**config.mk**
```make
export PLATFORM = sky130hd
export DESIGN_NAME = expr_eval_flat
export DESIGN_NICKNAME = d
export VERILOG_FILES = /design/src/rtl/expr_pkg.sv /design/src/rtl/expr_eval_if.sv /design/src/rtl/expr_char_class.sv /design/src/rtl/expr_eval.sv /design/src/flat_wrapper.sv
export SDC_FILE = /design/constraint.sdc
export NUM_CORES = 1
export LEC_CHECK = 0
export BUFFER_PORTS_ARGS = -buffer_cell sky130_fd_sc_hd__clkbuf_2
export CORE_MARGIN = 4
export CORE_UTILIZATION = 50
export CTS_CLUSTER_SIZE = 30
export DETAILED_ROUTE_END_ITERATION = 10
export PLACE_DENSITY_LB_ADDON = 0.1
export SYNTH_ARGS = -nofsm -noshare
export SYNTH_HDL_FRONTEND = slang
export SYNTH_SLANG_ARGS = --single-unit
```
**constraint.sdc**
```tcl
create_clock -name clk -period 9.25 [get_ports clk]
set_input_delay 2.3125 -clock clk [delete_from_list [all_inputs] [get_ports clk]]
set_output_delay 2.3125 -clock clk [all_outputs]
set_load 0.02 [all_outputs]
```
**src/rtl/expr_pkg.sv**
```systemverilog
// Shared constants for the expr_eval character evaluator: FSM encodings,
// ASCII codes and operator codes.
package expr_pkg;

  localparam logic [1:0] S_START = 2'd0;
  localparam logic [1:0] S_NUM   = 2'd1;
  localparam logic [1:0] S_OP    = 2'd2;
  localparam logic [1:0] S_ERR   = 2'd3;

  localparam logic [7:0] CH_PLUS  = 8'h2B;
  localparam logic [7:0] CH_MINUS = 8'h2D;
  localparam logic [7:0] CH_MUL   = 8'h2A;
  localparam logic [7:0] CH_SPACE = 8'h20;
  localparam logic [7:0] CH_0     = 8'h30;
  localparam logic [7:0] CH_9     = 8'h39;

  localparam logic [1:0] OP_ADD = 2'd0;
  localparam logic [1:0] OP_SUB = 2'd1;
  localparam logic [1:0] OP_MUL = 2'd2;

endpackage

```
**src/rtl/expr_eval_if.sv**
```systemverilog
// Character-in / result-out bundle for expr_eval; master drives characters,
// slave (the evaluator) returns the flags and value.
interface expr_eval_if #(parameter int unsigned W = 16);
  logic [7:0]   in;
  logic         in_valid;
  logic         ok;
  logic [W-1:0] result;
  logic         err;

  modport master (output in, in_valid, input ok, result, err);
  modport slave  (input in, in_valid, output ok, result, err);
endinterface

```
**src/rtl/expr_char_class.sv**
```systemverilog
// Combinational ASCII classifier: digit / operator / space decoding.
module expr_char_class
  import expr_pkg::*;
(
  input  logic [7:0] in,
  output logic       is_digit,
  output logic       is_op,
  output logic [1:0] op,
  output logic [3:0] digit,
  output logic       is_space
);

  always_comb begin
    is_digit = (in >= CH_0) && (in <= CH_9);
    digit    = is_digit ? in[3:0] : 4'd0;
    is_space = (in == CH_SPACE);
    is_op    = 1'b0;
    op       = OP_ADD;
    case (in)
      CH_PLUS:  is_op = 1'b1;
      CH_MINUS: begin is_op = 1'b1; op = OP_SUB; end
      CH_MUL:   begin is_op = 1'b1; op = OP_MUL; end
      default:  ;
    endcase
  end

endmodule

```
**src/rtl/expr_eval.sv**
```systemverilog
// Streaming recogniser/evaluator for "operand (op operand)*" with '*' binding
// tighter than '+'/'-'. Define EXPR_SPACE_SKIP_EN to make ' ' a no-op.
module expr_eval
  import expr_pkg::*;
#(
  parameter int unsigned W          = 16,
  parameter int unsigned MAX_DIGITS = 3
) (
  input  logic        clk,
  input  logic        clr,
  expr_eval_if.slave  bus
);

  localparam int unsigned   DW       = $clog2(MAX_DIGITS + 1);
  localparam logic [DW-1:0] DCNT_MAX = DW'(MAX_DIGITS);
  localparam logic [W-1:0]  ONE      = W'(1);
`ifdef EXPR_SPACE_SKIP_EN
  localparam bit SPACE_SKIP = 1'b1;
`else
  localparam bit SPACE_SKIP = 1'b0;
`endif

  logic [1:0]    state_q, state_d;
  logic [W-1:0]  acc_q, acc_d, term_q, term_d, num_q, num_d;
  logic [DW-1:0] dcnt_q, dcnt_d;
  logic          ok_q, ok_d, err_q, err_d;
  logic [W-1:0]  result_q, result_d;

  logic          is_digit_c, is_op_c, is_space_c, accept_c;
  logic [1:0]    op_c;
  logic [3:0]    digit_c;
  logic [W-1:0]  num_ten_c;

  expr_char_class u_class (
    .in       (bus.in),
    .is_digit (is_digit_c),
    .is_op    (is_op_c),
    .op       (op_c),
    .digit    (digit_c),
    .is_space (is_space_c)
  );

  // A skipped space behaves exactly like an idle cycle.
  assign accept_c  = bus.in_valid && !(SPACE_SKIP && is_space_c);
  assign num_ten_c = (num_q << 3) + (num_q << 1);

  always_ff @(posedge clk or posedge clr) begin
    if (clr) begin
      state_q  <= S_START;
      acc_q    <= '0;
      term_q   <= ONE;
      num_q    <= '0;
      dcnt_q   <= '0;
      ok_q     <= 1'b0;
      err_q    <= 1'b0;
      result_q <= '0;
    end else begin
      state_q  <= state_d;
      acc_q    <= acc_d;
      term_q   <= term_d;
      num_q    <= num_d;
      dcnt_q   <= dcnt_d;
      ok_q     <= ok_d;
      err_q    <= err_d;
      result_q <= result_d;
    end
  end

  always_comb begin
    state_d  = state_q;
    acc_d    = acc_q;
    term_d   = term_q;
    num_d    = num_q;
    dcnt_d   = dcnt_q;
    ok_d     = ok_q;
    err_d    = err_q;
    result_d = result_q;
    if (accept_c) begin
      case (state_q)
        S_START, S_OP: begin
          if (is_digit_c) begin
            num_d   = W'(digit_c);
            dcnt_d  = DW'(1);
            state_d = S_NUM;
          end else begin
            state_d = S_ERR;
          end
        end
        S_NUM: begin
          if (is_digit_c) begin
            if (dcnt_q == DCNT_MAX) begin
              state_d = S_ERR;
            end else begin
              num_d  = num_ten_c + W'(digit_c);
              dcnt_d = dcnt_q + DW'(1);
            end
          end else if (is_op_c) begin
            // '*' folds into the pending term; '+'/'-' commit it to acc.
            if (op_c == OP_MUL) begin
              term_d = term_q * num_q;
            end else begin
              acc_d  = acc_q + term_q * num_q;
              term_d = (op_c == OP_SUB) ? '1 : ONE;
            end
            num_d   = '0;
            state_d = S_OP;
          end else begin
            state_d = S_ERR;
          end
        end
        default: state_d = S_ERR;
      endcase
      ok_d  = (state_d == S_NUM);
      err_d = (state_d == S_ERR);
      if (state_d == S_NUM) result_d = acc_d + term_d * num_d;
    end
  end

  assign bus.ok     = ok_q;
  assign bus.err    = err_q;
  assign bus.result = result_q;

endmodule

```
**src/flat_wrapper.sv**
```systemverilog
// flat-port wrapper written by rule: the top's interface ports become plain ports
module expr_eval_flat import expr_pkg::*;
#(
  parameter int unsigned W          = 16,
  parameter int unsigned MAX_DIGITS = 3
)
  (clk, clr, bus_in, bus_in_valid, bus_ok, bus_result, bus_err);
  expr_eval_if #(.W(W)) bus_i ();
  input  logic clk;
  input  logic clr;
  input wire logic [$bits(bus_i.in)-1:0] bus_in;
  input wire logic [$bits(bus_i.in_valid)-1:0] bus_in_valid;
  output wire logic [$bits(bus_i.ok)-1:0] bus_ok;
  output wire logic [$bits(bus_i.result)-1:0] bus_result;
  output wire logic [$bits(bus_i.err)-1:0] bus_err;
  assign bus_i.in = bus_in;
  assign bus_i.in_valid = bus_in_valid;
  assign bus_ok = bus_i.ok;
  assign bus_result = bus_i.result;
  assign bus_err = bus_i.err;
  expr_eval #(.W(W), .MAX_DIGITS(MAX_DIGITS)) u_core (.clk(clk), .clr(clr), .bus(bus_i));
endmodule
```
==> reports/qor.txt <==
P&R area growth vs syn: 26.8%
Cell repeated most along the worst path: fa_1
Slowest cell on crit path: fa_1
Share of layout cells above drive strength 1: 0.273
Die X: 169 µm
H-tree depth: 3
Initial Util: 0.513
Die Ht: 169 µm
Core area: 0.0254 mm²
Failing checks: setup timing
Via count: 11400
CTS tree: done
RSZ-0062 raised after global routing: true
Placed cells: 2116
Maximum Capacitance Violations: 0
Post-Route M1 WL: 16800 µm
Crit path capture type: flip-flop
Most frequent cells in the layout: buf_4, inv_1, nand2_1, fa_1, ha_1
Num CTS Buffers: 9
YS warnings: 0
Largest net degree at the start of global routing: 71
Register area share after synthesis: 0.135
Detailed placer's ending HPWL: 32200 µm
Max frequency: 96.0 MHz
Max IR drop VDD: 0.189 mV
Ports: 29
Pwr/cell area: 146 mW/mm²
Tmin final: 10420 ps
Most common cell after layout, fill and taps aside: buf_4
Met3 wire length: 1730 µm
Clk sinks: 70
Final Skew: 15.9 ps
CTS root buffer: clkbuf_16
Multi-input logic area: 0.0105 mm²
Top sig layer: met4
# setup viols final: 3
Storage element area: 0.00176 mm²
FFs w/ async S/R, synth: 1.00
Syn nets: 1861
Status: finished, violations left
Worst-Margin Slew: 1040 ps
Fillers: 2209
ANT cells: 0
Synth Cell Area: 0.0130 mm²
Worst Setup Path Type: reg -> reg
First-pass GRT wire length: 63300 µm
WL met2: 19400 µm
CP max FO: 6
Wire per inst: 18.0 µm
Period utilization: 1.13
Hold Vio Cnt, Final: 0
Vias in the first global route: 11900
Worst Slack Setup Final: -1170 ps
Slew Limit Fails: 0
Clock tree buffer depth: 2
Cell leakage power: 0.00828 µW
Avg Inst Size Synth: 8.52 µm²
Startpoint types: flip-flop
Initial antenna violation count: 1
Worst-skew pair later-pin latency: 360 ps
Non-filler instance count after layout: 2155
Antenna-violating nets left: 0
Clock-pin slew on the worst setup and hold paths: 80 ps
Overflow after GRT: 0
Final wirelength: 38800 µm
Vias per cell: 5.29
WP data required: 9480 ps
Register bit count reported by yosys: 70
Post-route core utilization: 0.650
Placer congestion estimate: 0.948
Die ar.: 0.0287 mm²
Worst stage delay on the critical path: 550 ps
DR DRC count: 0
Min-Delay Path Class: reg -> reg
Port Buffers: 28
Row cnt: 58
Number of synthesized flops with an enable pin: 0
Layout Nets: 2151
Synth unique cells: 66
Drt pass-1 iters: 8
Top FF cell, synth: dfrtp_1
GRT Total Usage: 0.280
Post-synthesis cell count: 1530
Pre-CTS setup slack: -1720 ps
Slew margin rel.: 0.305
First DRT Iteration DRCs: 765
Worst EP arrival: 10650 ps
==> routing by layer <==
metal  global-route usage  up-vias
met1                0.373     5622
met5                    0        -
met3               0.0284       64
met2                0.497      315
met4               0.0623        0
li1                     -     5395
==> kinds of logic (layout without fill, tap and decap cells) <==
family	after synthesis	in the layout	synth area share
AO/OA/AOI/OAI	227	227	0.111
XOR/XNOR	98	98	0.0686
adder cells (fa/ha/maj)	320	320	0.409
buffers and inverters	325	620	0.0947
flip-flops	70	70	0.135
multiplexers	14	14	0.0119
AND/OR/NAND/NOR	476	476	0.170
==> stage by stage <==
step / power (µW) / area [µm²] / hold slack, ps / TNS, ps
final: 2410 / 16500 / 489 / -1500
after global routing: 2610 / 16500 / 513 / -2970
after CTS: 2350 / 16300 / 493 / -1440
after detailed placement: 1880 / 15700 / 473 / -2630
after global placement: 1860 / 15700 / 463 / -2450
after floorplan: 1280 / 13300 / 454 / -641
==> registers in the layout (all words and copies together) (netlist names) <==
name               flops
u_core.bus.result     16
u_core.dcnt_q          2
u_core.bus.ok          1
u_core.num_q          16
u_core.term_q         16
u_core.bus.err         1
u_core.state_q         2
u_core.acc_q          16
==> path summary, 6_finish.rpt <==
kind	from	to	slack [ps]	cells after the start
worst max-delay path	u_core.term_q[4]$_DFFE_PP0P_	u_core.bus.result[15]$_DFFE_PP0P_	-1170	49
worst min-delay path	u_core.acc_q[15]$_DFFE_PP0P_	u_core.acc_q[15]$_DFFE_PP0P_	490	1
worst max register to register	u_core.term_q[4]$_DFFE_PP0P_	u_core.bus.result[15]$_DFFE_PP0P_	-1170	49
worst min register to register	u_core.acc_q[15]$_DFFE_PP0P_	u_core.acc_q[15]$_DFFE_PP0P_	490	1
max in group asynchronous	clr	u_core.num_q[4]$_DFFE_PP0P_	6240	3
min in group asynchronous	clr	u_core.bus.result[2]$_DFFE_PP0P_	2230	3
==> area by class of cell <==
cell class | count | share of cell area
inverters | 268 | 0.0609
well taps | 330 | 0.0250
flip-flops and latches | 70 | 0.107
repair buffers | 336 | 0.151
multi-input cells | 1135 | 0.638
clock inverters | 7 | 0.00462
clock buffers | 9 | 0.0136
==> synth_stat cells (all sizes together), types with 7 or more instances <==
master | n | area (µm²)
and2 | 93 | 582
dfrtp | 69 | 1730
mux2 | 12 | 135
xor2 | 25 | 219
fa | 177 | 3540
xnor2 | 71 | 629
nand3 | 8 | 40.0
a21oi | 67 | 335
or2 | 12 | 75.1
a22oi | 7 | 67.6
nand2 | 190 | 716
inv | 268 | 1010
nor3 | 16 | 85.1
nor2b | 14 | 87.6
o21a | 17 | 128
o21ai | 61 | 305
nor2 | 120 | 450
ha | 143 | 1790
clkbuf | 51 | 191
o21bai | 8 | 60.1
a21o | 18 | 135
nand2b | 8 | 50.1
==> repair_timing <==
item | CTS | global route
pin swaps | 48 | 49
resized for setup | 56 | 42
setup buffers | 16 | 7
hold buffers | 0 | 0
setup endpoints to repair | 5 | 6
==> report_power, final <==
part | internal, µW | total, µW | switching, µW
clock | 193 | 372 | 179
combinational | 832 | 1680 | 847
sequential | 328 | 360 | 31.4
total | 1350 | 2410 | 1060
==> worst max-delay path: cells and delay by family, from the launching register on <==
| kind | cells | cell delay (ps) |
|---|---|---|
| flops | 1 | 490 |
| buf+inv | 14 | 1370 |
| simple gates | 5 | 720 |
| xor+xnor | 8 | 1430 |
| compound gates | 9 | 1310 |
| fa+ha+maj | 13 | 4960 |
(Power assumes the default switching activity.)
